**config.mk**
```make
export PLATFORM = sky130hd
export DESIGN_NAME = alu_issue_seq
export DESIGN_NICKNAME = d
export VERILOG_FILES = /design/src/rtl/alu_pkg.sv /design/src/rtl/alu_cmd_fifo.sv /design/src/rtl/alu_issue_seq.sv
export SDC_FILE = /design/constraint.sdc
export NUM_CORES = 1
export LEC_CHECK = 0
export BUFFER_PORTS_ARGS = -buffer_cell sky130_fd_sc_hd__buf_2
export CAP_MARGIN = 10
export CORE_UTILIZATION = 35
export DETAILED_ROUTE_END_ITERATION = 12
export SYNTH_ARGS = -nofsm -noshare
export SYNTH_HDL_FRONTEND = slang
export SYNTH_SLANG_ARGS = --single-unit
export TNS_END_PERCENT = 100
```
**constraint.sdc**
```tcl
create_clock -name clk -period 3.69 [get_ports clk]
set_input_delay 0.9225 -clock clk [delete_from_list [all_inputs] [get_ports clk]]
set_output_delay 0.9225 -clock clk [all_outputs]
set_load 0.005 [all_outputs]
```
**src/rtl/alu_pkg.sv**
```systemverilog
// Shared ALU definitions: opcodes, sequencer state encoding, widths.
// Latency: n/a (declarations only).
// Backpressure: n/a.
package alu_pkg;

  localparam int DATA_W = 8;
  localparam int REG_W  = 3;
  localparam int OP_W   = 4;
  // Queued command: {op, rd, rs1, lo}; lo carries imm for LDI, else rs2.
  localparam int CMD_W  = OP_W + 2 * REG_W + DATA_W;

  localparam logic [OP_W-1:0] OP_ADD   = 4'b0000;
  localparam logic [OP_W-1:0] OP_SUB   = 4'b0001;
  localparam logic [OP_W-1:0] OP_AND   = 4'b0010;
  localparam logic [OP_W-1:0] OP_OR    = 4'b0011;
  localparam logic [OP_W-1:0] OP_XOR   = 4'b0100;
  localparam logic [OP_W-1:0] OP_NOT   = 4'b0101;
  localparam logic [OP_W-1:0] OP_SHL   = 4'b0110;
  localparam logic [OP_W-1:0] OP_SHR   = 4'b0111;
  localparam logic [OP_W-1:0] OP_INC   = 4'b1000;
  localparam logic [OP_W-1:0] OP_DEC   = 4'b1001;
  localparam logic [OP_W-1:0] OP_NOR   = 4'b1010;
  localparam logic [OP_W-1:0] OP_CMP   = 4'b1011;
  localparam logic [OP_W-1:0] OP_PASSA = 4'b1100;
  localparam logic [OP_W-1:0] OP_PASSB = 4'b1101;
  localparam logic [OP_W-1:0] OP_LDI   = 4'b1110;
  localparam logic [OP_W-1:0] OP_NOP   = 4'b1111;

  typedef enum logic {
    IDLE = 1'b0,
    EXEC = 1'b1
  } seq_state_t;

  // CMP only sets flags and NOP does nothing; everything else writes rd.
  function automatic logic op_writes(input logic [OP_W-1:0] op);
    return !((op == OP_CMP) || (op == OP_NOP));
  endfunction

endpackage

```
**src/rtl/alu_cmd_fifo.sv**
```systemverilog
// Generic synchronous FIFO, DEPTH x WIDTH, registered storage, no fall-through.
// Latency: entry pushed at edge N is visible on dout from edge N+1.
// Backpressure: push ignored when full, pop ignored when empty; full/count do not look at same-cycle pop.
module alu_cmd_fifo #(
  parameter int DEPTH = 4,
  parameter int WIDTH = 18
) (
  input  logic                     clk,
  input  logic                     rst,
  input  logic                     push,
  input  logic [WIDTH-1:0]         din,
  input  logic                     pop,
  output logic [WIDTH-1:0]         dout,
  output logic                     full,
  output logic                     empty,
  output logic [$clog2(DEPTH):0]   count
);

  localparam int PW    = $clog2(DEPTH);
  localparam int CW    = PW + 1;
  localparam logic [CW-1:0] CNT_FULL = CW'(DEPTH);

  logic [WIDTH-1:0] mem [DEPTH];
  logic [PW-1:0]    wr_ptr;
  logic [PW-1:0]    rd_ptr;
  logic             do_push;
  logic             do_pop;

  assign full    = (count == CNT_FULL);
  assign empty   = (count == '0);
  assign do_push = push && !full && !rst;
  assign do_pop  = pop && !empty;
  assign dout    = mem[rd_ptr];

  // Pointers wrap naturally at DEPTH (power of two); count tracks occupancy.
  always_ff @(posedge clk) begin
    if (rst) begin
      wr_ptr <= '0;
      rd_ptr <= '0;
      count  <= '0;
    end else begin
      if (do_push) wr_ptr <= wr_ptr + 1'b1;
      if (do_pop)  rd_ptr <= rd_ptr + 1'b1;
      case ({do_push, do_pop})
        2'b10:   count <= count + 1'b1;
        2'b01:   count <= count - 1'b1;
        default: count <= count;
      endcase
    end
  end

  // Storage carries no reset; occupancy alone decides what is valid.
  always_ff @(posedge clk) begin
    if (do_push) mem[wr_ptr] <= din;
  end

endmodule

```
**src/rtl/alu_issue_seq.sv**
```systemverilog
// Issue/write-back sequencer around the combinational 8-bit ALU, with 8x8 register file and bypass.
// Latency: push at edge N, issue at N+1, write-back and flags at N+2; one command per cycle sustained.
// Backpressure: cmd_ready low when the FIFO holds DEPTH entries or in reset; stall freezes issue/write-back.
module alu_issue_seq
  import alu_pkg::*;
#(
  parameter int DEPTH = 4,
  parameter int NREG  = 8
) (
  input  logic        clk,
  input  logic        rst,
  input  logic        cmd_valid,
  output logic        cmd_ready,
  input  logic [3:0]  cmd_op,
  input  logic [2:0]  cmd_rd,
  input  logic [2:0]  cmd_rs1,
  input  logic [2:0]  cmd_rs2,
  input  logic [7:0]  cmd_imm,
  input  logic        stall,
  output logic [7:0]  alu_a,
  output logic [7:0]  alu_b,
  output logic [3:0]  alu_sel,
  input  logic [7:0]  alu_out,
  input  logic        alu_z,
  input  logic        alu_c,
  input  logic        alu_o,
  output logic        wb_valid,
  output logic [2:0]  wb_rd,
  output logic [7:0]  wb_data,
  output logic        flag_z,
  output logic        flag_c,
  output logic        flag_o,
  input  logic [2:0]  dbg_addr,
  output logic [7:0]  dbg_data
);

  localparam int CNT_W = $clog2(DEPTH) + 1;
  localparam logic [CNT_W-1:0] CNT_FULL = CNT_W'(DEPTH);

  logic [CMD_W-1:0]  fifo_din;
  logic [CMD_W-1:0]  fifo_dout;
  logic              fifo_push;
  logic              fifo_pop;
  logic              fifo_full;
  logic              fifo_empty;
  logic [CNT_W-1:0]  fifo_count;
  logic              fifo_full_unused;

  logic [DATA_W-1:0] rf [NREG];
  seq_state_t        state;
  logic [REG_W-1:0]  pend_rd;
  logic              pend_wr;
  logic              pend_flg;

  logic [OP_W-1:0]   hd_op;
  logic [REG_W-1:0]  hd_rd;
  logic [REG_W-1:0]  hd_rs1;
  logic [REG_W-1:0]  hd_rs2;
  logic [DATA_W-1:0] hd_lo;
  logic              byp_act;
  logic [DATA_W-1:0] iss_a;
  logic [DATA_W-1:0] iss_b;
  logic [OP_W-1:0]   iss_sel;

  // Ready is purely occupancy based, so a same-cycle pop never frees a slot early.
  assign cmd_ready = !rst && (fifo_count < CNT_FULL);
  assign fifo_push = cmd_valid && cmd_ready;
  assign fifo_pop  = !rst && !stall && !fifo_empty;
  assign fifo_full_unused = fifo_full;

  // LDI reuses the rs2/imm slot for its 8-bit immediate.
  assign fifo_din = {cmd_op, cmd_rd, cmd_rs1,
                     (cmd_op == OP_LDI) ? cmd_imm : {{(DATA_W-REG_W){1'b0}}, cmd_rs2}};

  assign {hd_op, hd_rd, hd_rs1, hd_lo} = fifo_dout;
  assign hd_rs2   = hd_lo[REG_W-1:0];
  assign dbg_data = rf[dbg_addr];

  alu_cmd_fifo #(
    .DEPTH (DEPTH),
    .WIDTH (CMD_W)
  ) u_fifo (
    .clk   (clk),
    .rst   (rst),
    .push  (fifo_push),
    .din   (fifo_din),
    .pop   (fifo_pop),
    .dout  (fifo_dout),
    .full  (fifo_full),
    .empty (fifo_empty),
    .count (fifo_count)
  );

  // Operand fetch for the FIFO head, forwarding the in-flight result when it targets a source.
  always_comb begin
    byp_act = (state == EXEC) && pend_wr;
    iss_a   = (byp_act && (hd_rs1 == pend_rd)) ? alu_out : rf[hd_rs1];
    iss_b   = (byp_act && (hd_rs2 == pend_rd)) ? alu_out : rf[hd_rs2];
    iss_sel = hd_op;
    if (hd_op == OP_LDI) begin
      iss_sel = OP_PASSB;
      iss_b   = hd_lo;
    end
  end

  // Sequencer: retire the in-flight op (write-back/flags) and issue the next head in the same edge.
  always_ff @(posedge clk) begin
    wb_valid <= 1'b0;
    if (rst) begin
      state    <= IDLE;
      alu_a    <= '0;
      alu_b    <= '0;
      alu_sel  <= '0;
      pend_rd  <= '0;
      pend_wr  <= 1'b0;
      pend_flg <= 1'b0;
      wb_rd    <= '0;
      wb_data  <= '0;
      flag_z   <= 1'b0;
      flag_c   <= 1'b0;
      flag_o   <= 1'b0;
      for (int i = 0; i < NREG; i++) rf[i] <= '0;
    end else if (!stall) begin
      if (state == EXEC) begin
        if (pend_wr) begin
          rf[pend_rd] <= alu_out;
          wb_valid    <= 1'b1;
          wb_rd       <= pend_rd;
          wb_data     <= alu_out;
        end
        if (pend_flg) begin
          flag_z <= alu_z;
          flag_c <= alu_c;
          flag_o <= alu_o;
        end
      end
      if (!fifo_empty) begin
        alu_a    <= iss_a;
        alu_b    <= iss_b;
        alu_sel  <= iss_sel;
        pend_rd  <= hd_rd;
        pend_wr  <= op_writes(hd_op);
        pend_flg <= (hd_op != OP_NOP);
        state    <= EXEC;
      end else begin
        state    <= IDLE;
      end
    end
  end

endmodule

```
* Word-level counts from Yosys, hierarchy flattened
Memory sizes are Yosys's and may differ from the RTL's. A register that Yosys moved wholly into a read port is not among the register bits.
Cells that the tools add are included.
** Cells by class
- $add $sub $neg :: 4
- Bitwise logic cells :: 2
- Magnitude comparators :: 1
- Reductions and logical operators :: 21
- Equality and inequality tests :: 9
- Muxes and demuxes :: 20
** Operators with widths (number)
- 8-bit 2-to-1 mux :: 4
- 4-bit == test (second input constant) :: 4
- 1-bit 2-to-1 mux :: 11
- 1-bit logical AND :: 9
- 8-bit OR reduction :: 1
- 3-bit case mux with 2 select lines :: 1
- 3-bit AND reduction :: 2
- 1-bit zero test :: 5
- 2-bit by 1-bit adder with 2-bit output (second input constant) :: 2
- 2-bit 2-to-1 mux :: 2
- 4-bit 2-to-1 mux :: 1
- 4-bit != test (second input constant) :: 1
- 3-bit by 1-bit adder with 3-bit output (second input constant) :: 1
- 3-bit == test :: 1
- 3-bit == test (second input constant) :: 1
- 3-bit zero test :: 1
- 3-bit less-than comparator (second input constant) :: 1
- 3-bit 2-to-1 mux :: 1
- 3-bit by 1-bit subtractor with 3-bit output (second input constant) :: 1
- 2-bit by 1-bit == test with 1-bit output (second input constant) :: 1
- 2-bit == test (second input constant) :: 1
- 1-bit inverter :: 2
- 2-bit AND reduction :: 1
- 2-bit nonzero test :: 1
- 1-bit logical OR :: 1
** Word-level totals
- Flip-flop bits (word level) :: 40
- RAM bits :: 136
- Memories kept :: 2
- Bits of input ports :: 39
- Output and inout bits :: 44
** Memories
- u_fifo.mem :: words 4, bits a word 18, read ports 1, clocked after memory_dff 1, wr ports 1, line alu_cmd_fifo.sv:23 : logic [WIDTH-1:0] mem [DEPTH];
- rf :: words 8, bits a word 8, read ports 3, clocked after memory_dff 1, wr ports 8, line alu_issue_seq.sv:49 : logic [DATA_W-1:0] rf [NREG];

* Logic depth before layout (Yosys ltp)
Gate-level depths: netlist of the first run.
- Word-level depth :: 7
- Depth in mapped cells :: 9
- Mapped depth without buffers :: 8

* Hierarchy
From an unflattened synthesis of the first run, not the netlist that was laid out.
** Second synthesis, totals
- Cells, all modules :: 635
- Area, all modules :: 8837.2 um2
** Modules (own cells, without submodules)
- alu_issue_seq :: cells an instance 490, instances 1, seq. area each 2742.6 um2, area an instance 5740.5 um2
- alu_cmd_fifo :: cells an instance 145, instances 1, seq. area each 2342.2 um2, area an instance 3096.7 um2

* Worst setup path after synthesis of the first run
OpenSTA, ideal clock, no wires.
- Path type :: input-to-output
- Start :: input dbg_addr[0]
- End :: output dbg_data[0]
- Required time :: 2768 ps
- Cell stages on the path :: 4
- Arrival time :: 2428 ps
- Setup slack :: 339 ps
- Cell sequence :: clkbuf_1 buf_2 mux4_2 mux2_2
** Between the ends
- Longest elaborated chain between the ends :: 1
** Ends and longest elaborated chain
- start: declaration :: line alu_issue_seq.sv:33 : input logic [2:0] dbg_addr,
- memory read 8 x 8 bit
- end: declaration :: line alu_issue_seq.sv:34 : output logic [7:0] dbg_data
Every way passes these cells.

* Final worst setup path of the first run
- Start :: input dbg_addr[0]
- End :: output dbg_data[6]
Same word-level chain as after synthesis.

==> results.toml, run 1 <==
[global_route]
grt_pass1_vias = 5585
grt_max_degree = 34
gr-usage-all-layers_pct = 18.0
grt.overflow.total = 0
grt_pass1_wl_mm = 34.4
grt_antenna_before_repair = 3

[critical_path]
critPathCaptureType = "output port"
critPathArrivalTime_ps = 2170
cp_max_fo = 16
worstPathRequired_ps = 2770
crit_path_start_kind = "primary input"
worstSetupPathType = "primary input to output port"

[clock_tree]
cts_buffers = 17
h-tree-depth = 4
cts_hold_buf = 0
cts_buffer_depth = 2
clock_tree.root_cell = "clkbuf_16"
tritoncts = "yes"
postCtsSetupBuffers = 0
cts_sinks = 186
cts-resized-gates = 0
clkLatencyLatePin_ps = 440
clk_pin_slew_ps = 70

[synthesis]
synth_top_area_share_pct = 45.5
yosysMostFrequentCell = "edfxtp_1"
synth_xor_area_share_pct = 1.49
syn_area_per_cell_sq_um = 14.0
syn_area_sq_mm = 0.00898
syn_inst = 640
muxShareOfSynthArea_pct = 21.5
yosys_warnings = 0
synth_area_leader_cell = "edfxtp_1"
synth_area_leaders = "edfxtp_1 45%, dfxtp_1 11%, mux2i_1 11%"
synth-simple-area-share_pct = 11.9
synth_top_family_by_area = "multiplexers"
synth_edf_count = 136
synth-seq-cells = 186
synthAdderAreaFrac_pct = 0.920
async_reset_ff_share_pct = 0
synth_fp_nets = 685
synth_compound_area_share_pct = 4.61
synthTopCellsByCount = "136 x edfxtp_1, 100 x mux2i_1, 71 x and2_1, 50 x dfxtp_1, 39 x nor2_1"
synthFlopType = "edfxtp_1"
synth-seq-area-share_pct = 56.6
synthDistinctLibCells = 50

[pwr]
p_seq_share_pct = 47.7
power_mw = 5.05
peakVddDrop_mv = 0.311
sw_frac_of_total_pct = 27.7
pwr-share-comb_pct = 15.3
p_leak_nw = 3.99
power.internal_mw = 3.65
switching_power_mw = 1.40
power.share.clock_pct = 37.0
power.density_mw_per_mm2 = 489

[drt]
drt_iter0_drc = 379
antenna_left = 0
wl_mm = 22.6
vias = 5543
drtPass1Iterations = 5
wire_per_inst_um = 21.3
drc = 0
via_per_inst = 5.23

[sta]
fin_crit_ps = 3100
fmax_mhz = 323
rsz0062_at_grt = "no"
finalHoldViolCount = 0
setup-tns-final_ps = 0
timing.slew.headroom_pct = 25.8
drv_slew = 0
period_share_pct = 83.9
clock-skew-final_ps = 12.2
tightestPinTransition_ps = 1110
setup_viol = 0

[die]
num_rows = 58
initial_core_util_pct = 35.7
dieArea_sq_mm = 0.0263
boundaryPins = 83
chipHeight_um = 162
fp.dieW_um = 162
coreArea_sq_mm = 0.0252

[placement]
postPlaceCellArea_sq_mm = 0.00972
routabilityCongestion = 0.855
hpwl_mm = 15.9
io_buffers = 82

[final_layout]
final_area_sq_mm = 0.0103
layout-drive-gt1-share_pct = 27.0
synthToLayoutAreaGrowth_pct = 15.1
design.final.nets = 761
fillerInstances = 2295

[job]
cap_violations = 0

[status]
status = "complete, no violations"

[worst_hold_path]
hold_path.class = "flop to flop"
## power groups by stage
| stage | Combinational, mW | Clock, mW | Sequential [mW] |
|---|---|---|---|
| global route | 0.840 | 1.99 | 2.42 |
| CTS | 0.777 | 1.90 | 2.41 |
| global placement | 0.768 | 0 | 2.46 |
| finish | 0.771 | 1.87 | 2.41 |
| detailed placement | 0.772 | 0 | 2.46 |
| floorplan | 0.572 | 0 | 2.42 |
## registers in the layout (all words and copies together) (netlist names), 2 cells and up, named ones only
| name | count |
|---|---|
| u_fifo.rd_ptr | 2 |
| u_fifo.wr_ptr | 2 |
| rf | 64 |
| wb_data | 8 |
| u_fifo.count | 3 |
| wb_rd | 3 |
| alu_b | 8 |
| pend_rd | 3 |
| u_fifo.mem | 72 |
| alu_sel | 4 |
| alu_a | 8 |
## layout by cell type (no fill, tap or decap), types with 3 or more instances in the layout
| cell type | Yosys | routed |
|---|---|---|
| a2111oi_1 | 7 | 7 |
| a21oi_1 | 8 | 8 |
| a221o_1 | 8 | 8 |
| a22oi_1 | 16 | 16 |
| and2_1 | 71 | 71 |
| and3_1 | 5 | 5 |
| and4_1 | 8 | 8 |
| buf_2 | 5 | 82 |
| buf_4 | 3 | 19 |
| clkbuf_16 | 0 | 17 |
| clkinv_8 | 0 | 4 |
| dfxtp_1 | 50 | 50 |
| edfxtp_1 | 136 | 136 |
| ha_1 | 5 | 5 |
| inv_1 | 3 | 3 |
| inv_6 | 0 | 5 |
| mux2_2 | 12 | 12 |
| mux2i_1 | 100 | 100 |
| mux4_2 | 33 | 33 |
| nand2_1 | 18 | 18 |
| nor2_1 | 39 | 38 |
| nor3_1 | 12 | 12 |
| o21ai_0 | 8 | 8 |
| or2_2 | 9 | 9 |
| or3_1 | 8 | 8 |
| xnor2_1 | 7 | 7 |
## per-layer routing
metal	GRT usage, %	part of all wire, %
met3	4.01	4.7
met1	22.5	43
met4	5.87	1.8
met2	30.7	50
met5	0	0.049
## metrics by stage
step / utilization (%) / cells / hold slack, ps / setup slack (ps)
3_3_place_gp: 38.6 / 1027 / 469 / 612
2_1_floorplan: - / 640 / 448 / 339
3_5_place_dp: 38.6 / 1027 / 471 / 598
5_1_grt: 41.0 / 1059 / 500 / 555
6_report: 41.0 / 1060 / 486 / 595
4_1_cts: 41.0 / 1059 / 489 / 592
## final cells by class
type	instances	area (sq um)	area share, %
Antenna cell	1	2.50	0.0242
Clock buffer	18	429	4.16
Clock inverter	14	178	1.72
Inverter	3	11.3	0.109
Multi-Input combinational cell	406	3640	35.2
Sequential cell	186	5080	49.2
Tap cell	330	413	4.00
Timing Repair Buffer	102	573	5.55
## logic make-up after synthesis
family                   Yosys count
buffers and inverters             48
flip-flops                       186
adder cells (fa/ha/maj)            6
AND/OR/NAND/NOR                  188
AO/OA/AOI/OAI                     54
XOR/XNOR                          11
multiplexers                     147
## critical path: stages
cell	delay [ps]
buf_2	100
buf_12	170
mux4_2	510
mux2_2	320
buf_2	140
## worst paths after layout
kind | from | end | slack, ps | depth (start not counted)
worst min register to register | alu_a[0] | alu_a[0] | 490 | 1
worst max-delay path | dbg_addr[0] | dbg_data[6] | 590 | 5
worst max register to register | flop | alu_b[0] | 870 | 6
worst min-delay path | alu_a[0] | alu_a[0] | 490 | 1
No activity file was read; power rests on OpenSTA's default activity.
==> inputs of run 2 (changes only) <==
==> constraint.sdc (replaced) <==
create_clock -name clk -period 3.2 [get_ports clk]
set_input_delay 0.8 -clock clk [delete_from_list [all_inputs] [get_ports clk]]
set_output_delay 0.8 -clock clk [all_outputs]
set_load 0.005 [all_outputs]
==> run 2 against run 1 <==
  * Sequential share of layout area decreased by 0.40 points
  * Power increased by 18%
  * Count of clock-buffer cells in the layout decreased by 1
  * Combinational power increased by 17%
  * Register-to-register slack got worse by 410 ps
  * Non-clock buffer count increased by 5
  * Critical path depth unchanged
==> results.toml, run 2 (synthesis results as in run 1) <==
[status]
status = "complete, no violations"

[sta]
finalHoldViolCount = 0
tightestPinTransition_ps = 918
drv_slew = 0
fin_crit_ps = 2840
setup_viol = 0
rsz0062_at_grt = "no"
period_share_pct = 88.8
timing.slew.headroom_pct = 38.8
setup-tns-final_ps = 0
fmax_mhz = 352
clock-skew-final_ps = 13.0

[die]
initial_core_util_pct = 35.7
coreArea_sq_mm = 0.0252
num_rows = 58
boundaryPins = 83
chipHeight_um = 162
dieArea_sq_mm = 0.0263
fp.dieW_um = 162

[worst_hold_path]
min-delay-start = "alu_sel[3]"
hold_path.class = "flop to flop"
min_path_cells = 2
min_to = "alu_sel[3]"

[drt]
drt-met1-wl_mm = 9.79
drc = 0
vias = 5543
drtPass1Iterations = 5
drt_iter0_drc = 371
wire_per_inst_um = 21.0
met3_length_mm = 1.03
top_layer_used = "met5"
route.met2.wl_mm = 10.9
wl_mm = 22.3
antenna_left = 0
via_per_inst = 5.20

[clock_tree]
clock_tree.root_cell = "clkbuf_16"
cts_hold_buf = 0
cts_sinks = 186
cts_buffer_depth = 2
postCtsSetupBuffers = 0
h-tree-depth = 4
tritoncts = "yes"
clk_pin_slew_ps = 70
cts_buffers = 17
clkLatencyLatePin_ps = 440
cts-resized-gates = 0

[global_route]
grt_max_degree = 33
grt_antenna_before_repair = 2
grt.overflow.total = 0
gr-usage-all-layers_pct = 17.5
grt_pass1_vias = 5592
grt_pass1_wl_mm = 33.6

[critical_path]
cp_max_fo = 16
worstSetupPathType = "primary input to output port"
critPathCaptureType = "output port"
worstPathRequired_ps = 2400
critPathArrivalTime_ps = 2040
r2r.worst_path.cells = 6
crit_path_start_kind = "primary input"
timing.rr.end = "alu_a[4]"
reg2reg_setup_slack_ps = 460

[placement]
postPlaceCellArea_sq_mm = 0.00976
routabilityCongestion = 0.786
io_buffers = 82
hpwl_mm = 15.8

[final_layout]
final_area_sq_mm = 0.0104
final_cell_mix = "136 x edfxtp_1, 100 x mux2i_1, 82 x buf_2"
top_regs = "u_fifo.mem (72), rf (64)"
final_common_cell = "edfxtp_1"
top_register = "u_fifo.mem"
final_core_util_pct = 41.4
layout-drive-gt1-share_pct = 27.5
synthToLayoutAreaGrowth_pct = 16.0
largest_register_ff_count = 72
fillerInstances = 2313
design.final.nets = 766

[pwr]
power.density_mw_per_mm2 = 575
p_leak_nw = 4.04
peakVddDrop_mv = 0.348

[job]
cap_violations = 0
[run 2: changes by cell type in the layout (fill, tap and decap cells not counted), sizes merged]
cell    delta
inv        -1
clkbuf     -1
buf        +5
bufinv     +2
[run 2: worst max-delay path by stage]
stage                            from  cells past startpoint          end
final                     dbg_addr[0]                      5  dbg_data[6]
after global routing             flop                      6     alu_b[5]
after CTS                 dbg_addr[0]                      5  dbg_data[6]
after detailed placement  dbg_addr[0]                      5  dbg_data[6]
after global placement    dbg_addr[0]                      5  dbg_data[6]
after floorplan           dbg_addr[0]                      4  dbg_data[0]
[run 2: power breakdown]
group          internal, mW  switching, mW
sequential             2.69         0.0871
clock                  1.28           1.03
combinational         0.407          0.495
total                  4.38           1.61
[run 2: per-stage QoR]
stage | hold slack [ps] | power [mW] | setup slack, ps | std cells
after detailed placement | 467 | 3.74 | 355 | 1032
final | 480 | 5.98 | 359 | 1065
after global placement | 469 | 3.73 | 356 | 1032
after global routing | 495 | 6.20 | 168 | 1064
after CTS | 478 | 6.03 | 349 | 1064
after floorplan | 448 | 3.45 | 94.0 | 640
[run 2: per-layer routing]
| metal | vias up | track usage (%) |
|---|---|---|
| li1 | 2593 | - |
| met1 | 2765 | 22.4 |
| met2 | 148 | 28.9 |
| met3 | 35 | 3.80 |
| met4 | 2 | 6.60 |
| met5 | - | 0 |
[run 2: worst max-delay path, stage by stage]
cell	delay, ps
buf_2	100
buf_12	170
mux4_2	510
mux2_2	310
buf_2	130
[run 2: area by class of cell]
| cell class | count | area (sq um) | area share [%] |
|---|---|---|---|
| diodes | 1 | 2.50 | 0.0240 |
| repair buffers | 107 | 611 | 5.86 |
| inverters | 3 | 11.3 | 0.108 |
| multi-input cells | 406 | 3640 | 34.9 |
| flip-flops and latches | 186 | 5080 | 48.8 |
| clock inverters | 15 | 229 | 2.20 |
| well taps | 330 | 413 | 3.96 |
| clock buffers | 17 | 425 | 4.09 |
==> inputs of run 3 (changes only) <==
--- a/config.mk
+++ b/config.mk
@@ -7,8 +7,11 @@
 export LEC_CHECK = 0
 export BUFFER_PORTS_ARGS = -buffer_cell sky130_fd_sc_hd__buf_2
 export CAP_MARGIN = 10
+export CELL_PAD_IN_SITES_DETAIL_PLACEMENT = 0
+export CELL_PAD_IN_SITES_GLOBAL_PLACEMENT = 1
 export CORE_UTILIZATION = 35
 export DETAILED_ROUTE_END_ITERATION = 12
+export PLACE_DENSITY = 0.62
 export SYNTH_ARGS = -nofsm -noshare
 export SYNTH_HDL_FRONTEND = slang
 export SYNTH_SLANG_ARGS = --single-unit
==> run 3 against run 2 <==
  * Power decreased by 3.8%
  * Sequential power is essentially flat
  * Clock skew up 2.2 ps
  * Via count up 3.1%
  * Combinational power rose by 2.4%
  * Worst setup slack worse by 100 ps
  * Worst hold slack got worse by 16 ps
  * Non-clock buffer count increased by 6
  * First-iteration DRC count grew 16%
  * Count of clock-buffer cells in the layout rose by 1
  * Sequential cell count did not move
  * Clock power fell by 11%
==> results.toml, run 3 (synthesis results as in run 1) <==
[global_route]
grt.overflow.total = 0
gr-usage-all-layers_pct = 19.0
grt_max_degree = 34
grt_antenna_before_repair = 1
grt_pass1_vias = 6061
grt_pass1_wl_mm = 36.0

[critical_path]
worstPathRequired_ps = 2400
critPathArrivalTime_ps = 2140
setup.worst_path.start = "dbg_addr[0]"
cp_max_fo = 12
critPathCaptureType = "output port"
worstSetupPathType = "primary input to output port"
crit_path_start_kind = "primary input"

[sta]
period_share_pct = 92.0
clock-skew-final_ps = 15.2
finalHoldViolCount = 0
fin_crit_ps = 2940
setup_viol = 0
tightestPinTransition_ps = 705
rsz0062_at_grt = "no"
hold_slack_ps = 463
fmax_mhz = 340
drv_slew = 0
timing.slew.headroom_pct = 52.8
setup-tns-final_ps = 0

[final_layout]
final_cell_mix = "136 x edfxtp_1, 100 x mux2i_1, 82 x buf_2"
layout-drive-gt1-share_pct = 28.0
final_core_util_pct = 41.2
design.final.nets = 772
largest_register_ff_count = 72
top_register = "u_fifo.mem"
synthToLayoutAreaGrowth_pct = 15.6
top_regs = "u_fifo.mem (72), rf (64)"
final_common_cell = "edfxtp_1"

[pwr]
peakVddDrop_mv = 0.305
p_leak_nw = 4.04
power.density_mw_per_mm2 = 555

[job]
cap_violations = 0

[die]
boundaryPins = 83
fp.dieW_um = 162
chipHeight_um = 162
num_rows = 58
dieArea_sq_mm = 0.0263
initial_core_util_pct = 35.7
coreArea_sq_mm = 0.0252

[drt]
wire_per_inst_um = 22.5
via_per_inst = 5.34
drc = 0
vias = 5715
antenna_left = 0
wl_mm = 24.1
drtPass1Iterations = 4
drt_iter0_drc = 429

[clock_tree]
h-tree-depth = 4
tritoncts = "yes"
cts-resized-gates = 0
clock_tree.root_cell = "clkbuf_16"
cts_buffer_depth = 2
clk_pin_slew_ps = 80
cts_hold_buf = 0
postCtsSetupBuffers = 0
cts_sinks = 186
clkLatencyLatePin_ps = 440
cts_buffers = 17

[placement]
io_buffers = 82
routabilityCongestion = 0.817
hpwl_mm = 16.9

[status]
status = "complete, no violations"

[worst_hold_path]
min-delay-start = "alu_sel[3]"
hold_path.class = "flop to flop"
run 3: area by class of cell:
class | instances | area, sq um
Fill cell | 2314 | 14800
Sequential cell | 186 | 5080
Multi-Input combinational cell | 406 | 3640
Timing Repair Buffer | 113 | 656
Clock buffer | 18 | 429
Tap cell | 330 | 413
Clock inverter | 14 | 145
Inverter | 3 | 11.3
Antenna cell | 1 | 2.50
run 3: metrics by stage:
step | instances | power (mW) | area (sq um) | worst slack [ps]
floorplan | 640 | 3.45 | 8980 | 94.0
global placement | 1038 | 3.73 | 9800 | 272
detailed placement | 1038 | 3.76 | 9800 | 229
CTS | 1070 | 5.81 | 10400 | 230
global route | 1071 | 5.96 | 10400 | 142
finish | 1071 | 5.76 | 10400 | 255
run 3: final timing paths:
check	slack (ps)	cells past startpoint	end
worst min-delay path	460	2	alu_sel[3]
worst min register to register	460	2	alu_sel[3]
worst max-delay path	260	5	dbg_data[0]
worst max register to register	450	6	alu_b[4]
run 3: worst max-delay path: stages:
cell and delay, ps:
buf_2 200, buf_12 200, mux4_2 500, mux2_2 300, buf_2 130
run 3: where the power goes:
part / switching [mW] / leakage, nW / internal, mW
sequential: 0.0844 / 1.72 / 2.69
combinational: 0.512 / 2.04 / 0.411
clock: 1.02 / 0.283 / 1.04
total: 1.61 / 4.04 / 4.14
run 3: routing by layer:
metal | up-vias | track usage, % | wire length, um
met2 | 146 | 33.6 | 12600
met4 | 0 | 7.33 | 607
li1 | 2613 | - | -
met1 | 2919 | 23.1 | 10000
met5 | - | 0 | 0
met3 | 37 | 2.99 | 870
